**src/rtl/divider_arbiter.sv**
```systemverilog
// divider_arbiter: shares one serial Divider between two requesters, round-robin.
// Define DIV_ARB_TIMEOUT_EN to add a result watchdog (TIMEOUT_CYC cycles).
//
// state | meaning
// IDLE  | arbitrate and accept the winner's operand word
// SEND  | stream the latched word to the Divider, MS nibble first
// WAIT  | wait for the first result bit
// RECV  | collect remaining result bits, stalling on gaps
// RESP  | one-cycle response pulse to the granted requester
module divider_arbiter #(
    parameter int NIB_CNT     = 2,
    parameter int RES_BITS    = 8,
    parameter int TIMEOUT_CYC = 64
) (
    input  logic                 clk,
    input  logic                 rst_n,
    input  logic [1:0]           req_valid,
    input  logic [4*NIB_CNT-1:0] req_data0,
    input  logic [4*NIB_CNT-1:0] req_data1,
    output logic [1:0]           req_ready,
    output logic [1:0]           rsp_valid,
    output logic [RES_BITS-1:0]  rsp_data,
    output logic                 rsp_err,
    output logic                 div_in_valid,
    output logic [3:0]           div_in_data,
    input  logic                 div_out_valid,
    input  logic                 div_out_data
);
    localparam int DW = 4 * NIB_CNT;
    localparam int NW = (NIB_CNT > 1) ? $clog2(NIB_CNT) : 1;
    localparam int BW = (RES_BITS > 1) ? $clog2(RES_BITS) : 1;

    typedef enum logic [2:0] {S_IDLE, S_SEND, S_WAIT, S_RECV, S_RESP} state_t;

    state_t              r_state;
    logic                r_rr;
    logic                r_grant;
    logic [DW-1:0]       r_word;
    logic [NW-1:0]       r_nib;
    logic [BW-1:0]       r_bit;
    logic [RES_BITS-1:0] r_shift;
    logic [RES_BITS-1:0] r_rsp_data;
    logic [1:0]          r_rsp_valid;

    logic                w_grant;
    logic                w_accept;
    logic [DW-1:0]       w_req_data;
    logic [1:0]          w_grant_oh;
    logic [RES_BITS-1:0] w_shift_cap;

`ifdef DIV_ARB_TIMEOUT_EN
    localparam int TW = (TIMEOUT_CYC > 1) ? $clog2(TIMEOUT_CYC) : 1;
    logic [TW-1:0] r_wdog;
    logic          r_rsp_err;
    assign rsp_err = r_rsp_err;
`else
    logic [31:0] w_unused_timeout;
    assign w_unused_timeout = TIMEOUT_CYC;
    assign rsp_err          = 1'b0;
`endif

    // rr_ptr side wins if it is asking, otherwise the other side
    assign w_grant    = req_valid[r_rr] ? r_rr : ~r_rr;
    assign w_accept   = (r_state == S_IDLE) && (req_valid != 2'b00);
    assign w_req_data = w_grant ? req_data1 : req_data0;
    assign w_grant_oh = r_grant ? 2'b10 : 2'b01;

    assign req_ready    = w_accept ? (w_grant ? 2'b10 : 2'b01) : 2'b00;
    assign div_in_valid = (r_state == S_SEND);
    assign div_in_data  = (r_state == S_SEND) ? r_word[DW-1 -: 4] : 4'h0;
    assign rsp_valid    = r_rsp_valid;
    assign rsp_data     = r_rsp_data;

    // Bits land at their final position, so a partial result has zeros below
    always_comb begin
        w_shift_cap        = r_shift;
        w_shift_cap[r_bit] = div_out_data;
    end

    always_ff @(posedge clk or negedge rst_n) begin
        if (!rst_n) begin
            r_state     <= S_IDLE;
            r_rr        <= 1'b0;
            r_grant     <= 1'b0;
            r_word      <= '0;
            r_nib       <= '0;
            r_bit       <= '0;
            r_shift     <= '0;
            r_rsp_data  <= '0;
            r_rsp_valid <= 2'b00;
`ifdef DIV_ARB_TIMEOUT_EN
            r_wdog      <= '0;
            r_rsp_err   <= 1'b0;
`endif
        end else begin
            r_rsp_valid <= 2'b00;
            case (r_state)
                S_IDLE: begin
                    if (w_accept) begin
                        r_word  <= w_req_data;
                        r_grant <= w_grant;
                        r_rr    <= ~w_grant;
                        r_nib   <= NW'(NIB_CNT - 1);
                        r_shift <= '0;
                        r_state <= S_SEND;
                    end
                end
                S_SEND: begin
                    r_word <= r_word << 4;
                    if (r_nib == '0) begin
                        r_bit   <= BW'(RES_BITS - 1);
`ifdef DIV_ARB_TIMEOUT_EN
                        r_wdog  <= TW'(TIMEOUT_CYC - 1);
`endif
                        r_state <= S_WAIT;
                    end else begin
                        r_nib <= r_nib - 1'b1;
                    end
                end
                S_WAIT, S_RECV: begin
                    if (div_out_valid) begin
                        r_shift <= w_shift_cap;
`ifdef DIV_ARB_TIMEOUT_EN
                        r_wdog  <= TW'(TIMEOUT_CYC - 1);
`endif
                        if (r_bit == '0) begin
                            r_rsp_data  <= w_shift_cap;
                            r_rsp_valid <= w_grant_oh;
`ifdef DIV_ARB_TIMEOUT_EN
                            r_rsp_err   <= 1'b0;
`endif
                            r_state     <= S_RESP;
                        end else begin
                            r_bit   <= r_bit - 1'b1;
                            r_state <= S_RECV;
                        end
                    end
`ifdef DIV_ARB_TIMEOUT_EN
                    else if (r_wdog == '0) begin
                        r_rsp_data  <= r_shift;
                        r_rsp_valid <= w_grant_oh;
                        r_rsp_err   <= 1'b1;
                        r_state     <= S_RESP;
                    end else begin
                        r_wdog <= r_wdog - 1'b1;
                    end
`endif
                end
                S_RESP: r_state <= S_IDLE;
                default: r_state <= S_IDLE;
            endcase
        end
    end
endmodule
```
**config.mk**
```make
export PLATFORM = sky130hd
export DESIGN_NAME = divider_arbiter
export DESIGN_NICKNAME = d
export VERILOG_FILES = /design/src/rtl/divider_arbiter.sv
export SDC_FILE = /design/constraint.sdc
export NUM_CORES = 1
export LEC_CHECK = 0
export ABC_AREA = 1
export CAP_MARGIN = 10
export CORE_ASPECT_RATIO = 0.75
export CORE_UTILIZATION = 43
export CTS_CLUSTER_SIZE = 30
export DETAILED_ROUTE_END_ITERATION = 8
export PLACE_DENSITY = 0.77
export SYNTH_ARGS = -nofsm -noshare
export SYNTH_HDL_FRONTEND = slang
export SYNTH_SLANG_ARGS = --single-unit
```
**constraint.sdc**
```tcl
create_clock -name clk -period 1.5 [get_ports clk]
set_clock_uncertainty 0.05 [all_clocks]
set_input_delay 0.375 -clock clk [delete_from_list [all_inputs] [get_ports clk]]
set_output_delay 0.375 -clock clk [all_outputs]
set_load 0.01 [all_outputs]
```
==> results of run 1 <==
placed cells by master (no fill, tap or decap), drive strengths merged:
cell | synthesis | final
clkbuf | 0 | 7
dfrtp | 35 | 35
inv | 32 | 32
clkdlybuf4s50 | 0 | 19
dlygate4sd2 | 0 | 12
o21ai | 19 | 19
xnor2 | 1 | 1
nand3 | 29 | 29
nand4 | 7 | 8
buf | 6 | 36
nand2 | 93 | 94
a21oi | 2 | 2
nor2 | 15 | 15
ha | 2 | 2
conb | 1 | 1
clkinv | 2 | 3
critical path, cell delays in order, from the launching register on:
cell and delay [ns]:
dfrtp_2 0.43, nor2_4 0.16, nand2_2 0.10, nor2_4 0.11
buf_6 0.11, nand2_2 0.04, inv_1 0.05, buf_2 0.12
cell type report:
cell class | instances | area, µm²
Clock buffer | 7 | 76.3
Multi-Input combinational cell | 171 | 928
Inverter | 34 | 130
Tap cell | 55 | 68.8
Timing Repair Buffer | 67 | 607
Sequential cell | 35 | 877
Fill cell | 339 | 1410
Clock inverter | 1 | 5.00
flip-flops by register name, indices dropped and copies added (netlist names):
name / count
rsp_data: 8
r_rr: 1
r_bit: 3
r_grant: 1
r_state: 3
r_nib: 1
rsp_valid: 2
r_shift: 8
r_word: 8
layer usage:
metal,vias up,GRT usage (%)
met5,-,0
met4,0,8.20
li1,913,-
met2,42,38.8
met1,866,27.8
met3,4,6.46
per-stage QoR:
stage / power [mW] / instances / setup TNS, ns / cell area [µm²] / util [%]
after floorplan: 3.12 / 244 / -0.0513 / 1880 / -
after global placement: 4.03 / 352 / -8.96 / 2450 / 59.8
after detailed placement: 4.12 / 352 / -9.81 / 2450 / 59.8
after CTS: 4.97 / 367 / -1.76 / 2610 / 63.7
after global routing: 5.62 / 370 / -2.76 / 2690 / 65.6
final: 5.17 / 370 / -1.83 / 2690 / 65.6
worst min-delay path by stage:
stage,end,cells past startpoint,from
floorplan,r_bit[0],0,rst_n
global placement,rsp_valid[0],1,r_grant
detailed placement,rsp_valid[0],1,r_grant
CTS,rsp_valid[0],1,r_grant
global route,rsp_valid[0],1,r_grant
finish,rsp_valid[0],1,r_grant
kinds of logic (layout without fill, tap and decap cells):
group           count (synthesis)  count (layout)
compound gates                 21              21
xor+xnor                        1               1
fa+ha+maj                       2               2
buf+inv                        40             109
flops                          35              35
other cells                     1               1
simple gates                  144             146
power groups by stage:
stage | combinational, mW | clock, mW | sequential [mW]
after floorplan | 1.58 | 0 | 1.54
after global placement | 2.51 | 0 | 1.52
after detailed placement | 2.58 | 0 | 1.54
after CTS | 2.78 | 0.664 | 1.52
after global routing | 3.33 | 0.713 | 1.58
final | 2.99 | 0.647 | 1.54
what timing repair did:
item,4_1_cts,5_1_grt
cloned,1,1
buffers inserted,6,5
pin swaps,5,3
setup endpoints to repair,25,16
gates resized for setup,56,13
==> impl_metrics.prom, run 1 <==
# TYPE chip_impl_metric gauge
chip_impl_metric{name="cts.hold.buffers_added",unit=""} 0
chip_impl_metric{name="reg2reg_depth",unit=""} 7
chip_impl_metric{name="portBuffers",unit=""} 38
chip_impl_metric{name="core",unit="mm²"} 0.00410
chip_impl_info{name="r2r_start",value="r_state[2]"} 1
chip_impl_metric{name="timing.final.crit_share",unit="%"} 123
chip_impl_metric{name="count_of_maximum_capacitance_violations",unit=""} 0
chip_impl_metric{name="clock_tree.htree_level_count",unit=""} 2
chip_impl_info{name="tritoncts_clock_tree",value="done"} 1
chip_impl_metric{name="grt_antenna_before_repair",unit=""} 0
chip_impl_info{name="critPathCaptureType",value="output pin"} 1
chip_impl_metric{name="arrival_time_reported_for_the_critical_path_endpoint",unit="ns"} 1.42
chip_impl_metric{name="swShare",unit="%"} 44.1
chip_impl_metric{name="synth-compound-area-share",unit="%"} 5.61
chip_impl_metric{name="drtIter0Drc",unit=""} 136
chip_impl_metric{name="netlist_area_pre_place",unit="mm²"} 0.00187
chip_impl_metric{name="area_delta_synth_final",unit="%"} 43.7
chip_impl_metric{name="pin_count_of_the_biggest_net_entering_global_routing",unit=""} 36
chip_impl_info{name="run_status",value="finished, violations left"} 1
chip_impl_info{name="synth.area.top_cells",value="dfrtp_1, nand2_1, nand3_1"} 1
chip_impl_info{name="setup_repair_after_global_routing_missed_its_margin",value="yes"} 1
chip_impl_metric{name="post-dp-hpwl",unit="µm"} 3100
chip_impl_metric{name="vdd.ir_drop.worst",unit="V"} 0.000699
chip_impl_metric{name="tritoncts.num_buffers",unit=""} 5
chip_impl_metric{name="clock-sinks",unit=""} 35
chip_impl_info{name="setup.worst_path.class",value="flop to output pin"} 1
chip_impl_metric{name="net-switching-power",unit="mW"} 2.28
chip_impl_metric{name="synth_adder_area_share",unit="%"} 1.34
chip_impl_metric{name="cellPowerDensity",unit="mW/mm²"} 1920
chip_impl_metric{name="sequentialPowerShare",unit="%"} 29.7
chip_impl_info{name="synth.largest_area_cell",value="dfrtp_1"} 1
chip_impl_metric{name="floorplan.die.width",unit="µm"} 78.2
chip_impl_metric{name="detail_route.vias_per_cell",unit=""} 4.93
chip_impl_metric{name="nets",unit=""} 338
chip_impl_metric{name="layout-drive-gt1-share",unit="%"} 22.9
chip_impl_info{name="hold_path_class",value="flop to flop"} 1
chip_impl_metric{name="routed_wire_length_per_instance",unit="µm"} 12.6
chip_impl_metric{name="remaining_drc_errors",unit=""} 0
chip_impl_metric{name="synth_simple_gate_area_share",unit="%"} 36.3
chip_impl_info{name="maxUsedRoutingLayer",value="met4"} 1
chip_impl_info{name="dominantRegCellSynth",value="dfrtp_1"} 1
chip_impl_metric{name="fin_hold_ws",unit="ns"} 0.373
chip_impl_metric{name="post_synth_mux_area_share",unit="%"} 0
chip_impl_metric{name="grt_usage",unit="%"} 22.7
chip_impl_metric{name="detailed_routed_wire_length_on_met2",unit="µm"} 2350
chip_impl_metric{name="first_pass_iters",unit=""} 4
chip_impl_metric{name="routabilityCongestion",unit=""} 0.852
chip_impl_metric{name="pre_cts_ws",unit="ns"} -0.673
chip_impl_metric{name="mappedNetlistNets",unit=""} 268
chip_impl_metric{name="fin_ws",unit="ns"} -0.340
chip_impl_metric{name="cts.clk_slew.worst_paths",unit="ns"} 0.06
chip_impl_info{name="critical_path.startpoint_type",value="flop"} 1
chip_impl_metric{name="ys_seq_elements",unit=""} 35
chip_impl_metric{name="ios",unit=""} 40
chip_impl_metric{name="first_global_vias",unit=""} 1729
chip_impl_metric{name="finalWorstPathRequiredPeriod",unit="ns"} 1.84
chip_impl_info{name="synth_top_family_by_area",value="simple AND/OR/NAND/NOR gates"} 1
chip_impl_metric{name="global_route_wire_length_before_repair",unit="µm"} 7800
chip_impl_metric{name="final_max_slew_viol_count",unit=""} 0
chip_impl_metric{name="fmax",unit="MHz"} 543
chip_impl_metric{name="routed_wirelength",unit="µm"} 4670
chip_impl_metric{name="ys_types",unit=""} 24
chip_impl_metric{name="routed_length_on_met1",unit="µm"} 2040
chip_impl_metric{name="power.share.clock",unit="%"} 12.5
chip_impl_metric{name="die-area",unit="mm²"} 0.00463
chip_impl_metric{name="power_frac_comb",unit="%"} 57.8
chip_impl_metric{name="fp.dieH",unit="µm"} 59.2
chip_impl_metric{name="core.rowCount",unit=""} 20
chip_impl_info{name="worstSetupEndpoint",value="req_ready[1]"} 1
chip_impl_metric{name="static-leakage-power",unit="nW"} 1.43
chip_impl_metric{name="synthesis.yosys.warnings",unit=""} 0
chip_impl_metric{name="ys_seq_area_share",unit="%"} 46.7
chip_impl_metric{name="route.antenna.remaining_nets",unit=""} 0
chip_impl_info{name="worst_r2r_endpoint",value="r_shift[5]"} 1
chip_impl_metric{name="floorplan.initialDensity",unit="%"} 45.7
chip_impl_metric{name="post_synth_xor_area_fraction",unit="%"} 0.467
chip_impl_info{name="synth_common_cells",value="nand2_1, dfrtp_1, inv_1, nand3_1, o21ai_0"} 1
chip_impl_info{name="failing_checks",value="negative setup slack"} 1
chip_impl_metric{name="syn_inst",unit=""} 244
chip_impl_metric{name="setup_viol",unit=""} 9
chip_impl_metric{name="grt-ovfl-total",unit=""} 0
chip_impl_metric{name="post_syn_area_per_cell",unit="µm²"} 7.68
chip_impl_metric{name="antenna_cells",unit=""} 0
chip_impl_metric{name="power.internal",unit="mW"} 2.89
chip_impl_metric{name="cts.path.max_buffers",unit=""} 2
chip_impl_metric{name="edff_count_synth",unit=""} 0
chip_impl_metric{name="via_count",unit=""} 1825
chip_impl_info{name="critPathLaunch",value="r_state[2]"} 1
chip_impl_metric{name="yosysTopAreaCellShare",unit="%"} 46.7
chip_impl_info{name="cts.root.buffer_cell",value="clkbuf_8"} 1
chip_impl_metric{name="insertion_delay",unit="ns"} 0.29
chip_impl_metric{name="ff2ff_setup_slack",unit="ns"} -0.03
chip_impl_metric{name="finalHoldViolCount",unit=""} 0
chip_impl_metric{name="synth-async-reset-ratio",unit="%"} 100
chip_impl_info{name="synth.most_common_cell",value="nand2_1"} 1
chip_impl_metric{name="met3WireLength",unit="µm"} 247
chip_impl_metric{name="timing.critical_path.required",unit="ns"} 1.07
chip_impl_metric{name="crit_path_max_fanout",unit=""} 3
No activity file was read; power rests on OpenSTA's default activity.
==> inputs of run 2 (changes only) <==
--- a/config.mk
+++ b/config.mk
@@ -6,9 +6,9 @@
 export NUM_CORES = 1
 export LEC_CHECK = 0
 export ABC_AREA = 1
-export CAP_MARGIN = 10
 export CORE_ASPECT_RATIO = 0.75
 export CORE_UTILIZATION = 43
+export CTS_CLUSTER_DIAMETER = 80
 export CTS_CLUSTER_SIZE = 30
 export DETAILED_ROUTE_END_ITERATION = 8
 export PLACE_DENSITY = 0.77
==> results of run 2 <==
Final layout, timing and power as in run 1 (identical DEF).
==> patch 1: new RTL, config.mk and constraints of run 2 <==
Build with the macro `DIV_ARB_TIMEOUT_EN` defined.
--- a/src/rtl/divider_arbiter.sv
+++ b/src/rtl/divider_arbiter.sv
@@ -8,4 +8,6 @@
 // RECV  | collect remaining result bits, stalling on gaps
 // RESP  | one-cycle response pulse to the granted requester
+`define DIV_ARB_TIMEOUT_EN
+
 module divider_arbiter #(
     parameter int NIB_CNT     = 2,
Formal check against the unedited RTL: no difference found for any inputs over 10 cycles, from zero or initial values and one cycle with rst_n low; that may be too few to reach the edited logic, so the function may still have changed.
==> patch 1 against run 2 <==
  * The run ends with DRC, setup timing left
  * Power up 19%
  * Sequential power up 22%
  * First-iteration DRC count down 21%
  * Critical endpoint is now req_ready[0]
  * Maximum frequency up 0.16%
  * Routed wire length up 21%
  * Largest cell class unchanged
  * Highest routed layer unchanged
  * Sequential cell count up 7
  * Combinational power up 18%
  * Area after synthesis up 16%
  * Hold slack about the same
  * Synthesized cell count up 17%
  * Design area up 20%
  * Setup slack better by 0.0029 ns
==> patch 1: results (changes against run 2) <==
CP max stage cell: dfrtp_1
routability cong.: 0.8292 (-2.6%)
cell family with most CP delay: flip-flops
Synth area leaders: dfrtp_1 48%, nand2_1 16%, nand3_1 7.1%
Syn Area/Cell: 7.656 sq um (-0.33%)
Crit Path Max Fanout: 3 (unchanged)
first-pass GRT wire length: 9128 microns (+17%)
Total Wirelength: 5633 microns (+21%)
DR vias: 2,257 (+24%)
largest net degree at the start of global routing: 43 (+19%)
clock latency on the worst-skew pair: 0.30 ns
Met1 Wirelength: 2408 microns (+18%)
met3 WL: 311 microns (+26%)
Worst path max stage delay: 0.40 ns (-0.03 ns)
post-synthesis cell type count: 25 (+4.2%)
Post-DP Area: 2970 sq um (+21%)
status: complete, but fails checks
Seq group: 1.88 mW (+22%)
VDD IR-drop max: 0.8721 mV (+25%)
Yosys warning total: 0 (unchanged)
clk pwr: 729 uW (+13%)
layout cells sized above 1: 27.56% (+4.7 points)
Setup TNS: -2.746 ns (-0.9195 ns)
Total GRT Usage: 21.71% (-0.99 points)
M1 GR Usage: 26.46% (-1.3 points)
count of input and output buffers: 39 (+2.6%)
WP data arrival: 1.41 ns
Post-Syn Nets: 311 (+16%)
type of the worst min-delay path: reg -> reg
pre-CTS setup slack: -0.7751 ns (-0.1022 ns)
Worst Reg2Reg Path Length in Cells: 11 (+4)
leakage: 1.713 nW (+19%)
Commonest cells post-synth: 95 x nand2_1, 42 x dfrtp_1, 32 x inv_1, 31 x nand3_1, 17 x nor2_1
Power Dens Cells: 1903 nW/um^2 (-0.94%)
post-synthesis sequential area ratio: 48.17% (+1.4 points)
Worst-path clk slew: 0.08 ns (+0.02 ns)
initial antenna violation count: 0 (unchanged)
Worst Setup Slack, final: -0.3375 ns (+0.002869 ns)
failing checks: DRC, setup timing
filler instances: 404 (+19%)
nets: 406 (+20%)
HPWL after DPL: 3750 microns (+21%)
Starting DRT DRC Count: 108 (-21%)
Num CTS Buffers: 5 (unchanged)
DR WL met2: 2826 microns (+21%)
# DRC: 12 (+12)
number of global-route vias before repair: 2,087 (+21%)
# setup viols final: 19 (+10)
Placed Cells: 424 (+20%)
total iterations of the first detailed-routing run: 6 (+2)
GR Layer Usage met2: 36.58% (-2.3 points)
Vias/cell: 5.118 (+3.8%)
Int Pwr: 3.525 mW (+22%)
GR Util met3: 5.374% (-1.1 points)
-- patch 1: cell count changes after synthesis, moves of 3 or more --
cell | before | now
a21oi_1 | 2 | 5
dfrtp_1 | 35 | 42
nand2_1 | 89 | 95
nand3_1 | 26 | 31
nand3_2 | 3 | 0
nor2_1 | 10 | 17
nor2_4 | 3 | 0
o211ai_1 | 0 | 4
o21ai_0 | 11 | 16
o21ai_1 | 8 | 3
o22ai_1 | 0 | 8
-- patch 1: layout make-up --
type	count	area (sq um)	area share, %
Clock buffer	6	72.57	2.252
Clock inverter	2	13.76	0.4270
Inverter	37	145.1	4.503
Multi-Input combinational cell	203	1082	33.58
Sequential cell	42	1051	32.61
Tap cell	60	75.07	2.329
Timing Repair Buffer	90	777.0	24.11
Timing Repair inverter	1	6.256	0.1941
-- patch 1: worst paths after layout --
| check | endpoint | startpoint | slack [ns] |
|---|---|---|---|
| worst max-delay path | req_ready[0] | r_state[2] | -0.34 |
| worst max register to register | r_wdog[4] | r_state[2] | -0.14 |
| max in group asynchronous | r_wdog[1] | rst_n | 0.67 |
| worst min-delay path | rsp_valid[0] | r_grant | 0.37 |
| min in group asynchronous | rsp_data[7] | rst_n | 0.53 |
| worst min register to register | rsp_valid[0] | r_grant | 0.37 |
-- patch 1: cells by family after synthesis --
| group | share of synthesized area, % |
|---|---|
| and+or+nand+nor | 31.59 |
| DFF | 48.17 |
| buffers and inverters | 7.339 |
| AOI/OAI and AO/OA | 10.61 |
| adders and majority gates | 2.294 |
-- patch 1: repair_timing --
action,4_1_cts,5_1_grt
gates resized for setup,58,23
hold buffers,1,0
setup endpoints to repair,41,44
pin swaps,4,4
setup buffers,2,5
hold endpoints to repair,12,0
gates cloned,0,1
==> patch 2: new RTL, settings of run 2 <==
Without the edit above. Encoding of `state_t`: now one-hot (5 bits for 5 states).
--- a/src/rtl/divider_arbiter.sv
+++ b/src/rtl/divider_arbiter.sv
@@ -31,5 +31,5 @@
     localparam int BW = (RES_BITS > 1) ? $clog2(RES_BITS) : 1;
 
-    typedef enum logic [2:0] {S_IDLE, S_SEND, S_WAIT, S_RECV, S_RESP} state_t;
+    typedef enum logic [4:0] {S_IDLE = 5'b00001, S_SEND = 5'b00010, S_WAIT = 5'b00100, S_RECV = 5'b01000, S_RESP = 5'b10000} state_t;
 
     state_t              r_state;
Check against the original RTL: no difference found for any inputs over 10 cycles, from zero or initial values and one cycle with rst_n low; not proved beyond that.
==> patch 2 against run 2 <==
  * Area after synthesis grew 1.5%
  * Design area increased by 7.0%
  * Power grew 1.6%
  * Sequential share of layout area shrank 0.38 points
  * Routed wire length up 18%
  * Critical path type unchanged
  * Critical endpoint is now req_ready[0]
  * Critical path depth did not move
  * The flow still finishes with violations (setup timing)
  * Maximum frequency decreased by 3.2%
  * Count of clock-buffer cells in the layout decreased by 2
  * Setup slack got worse by 0.060 ns
  * Highest routed layer unchanged
  * Sequential cell count rose by 2
  * Hold slack improved by 0.038 ns
==> patch 2: results (changes against run 2) <==
type of the worst min-delay path: in -> async
filler instances: 317 (-6.5%)
Starting DRT DRC Count: 201 (+48%)
Crit Path Max Fanout: 4 (+1)
Setup TNS: -5.446 ns (-3.620 ns)
post-synthesis cell type count: 21 (-13%)
Synth area leaders: dfrtp_1 47%, nand2_1 22%, nand3_1 6.6%
WP data arrival: 1.48 ns (+0.06 ns)
Worst Reg2Reg Path Length in Cells: 10 (+3)
HPWL after DPL: 3287 microns (+5.9%)
DR vias: 1,973 (+8.1%)
RR Endpoint: r_shift[0]
Syn Inst Count: 249 (+2.0%)
Total GRT Usage: 24.34% (+1.6 points)
area grow syn2layout: 51.45%
Worst path max stage delay: 0.41 ns (-0.02 ns)
layout cells sized above 1: 32.82% (+10 points)
cell family with most CP delay: simple AND/OR/NAND/NOR gates
Sw Share: 44.55% (+0.44 points)
CP max stage cell: dfrtp_1
Critical Path End: req_ready[0]
largest net degree at the start of global routing: 38 (+5.6%)
Vias/cell: 5.220 (+5.8%)
# setup viols final: 38 (+29)
pre-CTS setup slack: -0.6673 ns (+0.005611 ns)
VDD IR-drop max: 1.054 mV (+51%)
Total Wirelength: 5529 microns (+18%)
Worst Setup Slack, final: -0.4006 ns (-0.06028 ns)
routability cong.: 0.8081 (-5.1%)
failing checks: setup timing
Placed Cells: 360 (+2.3%)
Worst-path clk slew: 0.08 ns (+0.02 ns)
clk pwr: 697 uW (+7.7%)
Commonest cells post-synth: 112 x nand2_1, 36 x dfrtp_1, 25 x nand3_1, 13 x inv_1, 12 x o21ai_0
leakage: 1.484 nW (+3.5%)
status: complete, but fails checks
patch 2: cell types whose count changed in the layout (fill, tap and decap cells not counted), moves of 3 or more:
cell	run 2	this run
nand3_4	1	6
o21ai_2	0	5
nor2_2	1	6
nand2_2	6	16
nand2_4	3	6
inv_2	2	5
buf_2	2	5
nor2_1	6	3
inv_1	29	11
nand4_1	6	2
nand2_1	84	90
patch 2: timing repair:
item                                    CTS  global route
pin swaps                                 7            12
gates resized for setup                  60            54
endpoints found under the setup margin   29            40
cloned                                    1             0
setup buffers                             7             5
patch 2: cell families (layout without fill, tap and decap cells):
kind of cell	count (synthesis)	count (layout)	share of synthesized area, %
buf+inv	27	100	6.908
simple gates	159	160	36.45
other cells	1	1	0.1972
compound gates	22	22	5.921
xor+xnor	1	1	0.4606
flops	37	37	48.75
fa+ha+maj	2	2	1.316
patch 2: final cells by class:
class / count / area share (%)
timing repair buffer: 72 / 22.81
inverter: 20 / 3.041
multi-input combinational: 186 / 36.58
clock inverter: 3 / 0.6082
sequential: 37 / 32.19
tap: 55 / 2.389
clock buffer: 5 / 2.389
patch 2: routing by layer:
| layer | track usage, % | vias up | part of all wire (%) |
|---|---|---|---|
| met5 | 0 | - | 0 |
| met4 | 14.55 | 0 | 3.8 |
| met3 | 6.462 | 20 | 5.1 |
| met2 | 38.51 | 74 | 47 |
| met1 | 30.30 | 942 | 44 |
| li1 | - | 937 | - |
patch 2: through the flow:
stage          power, mW  hold WS [ns]
6_report           5.254        0.4113
3_3_place_gp       3.648        0.3666
3_5_place_dp       3.724        0.3668
2_1_floorplan      2.824       0.02941
5_1_grt            5.600        0.4449
4_1_cts            4.768        0.3749
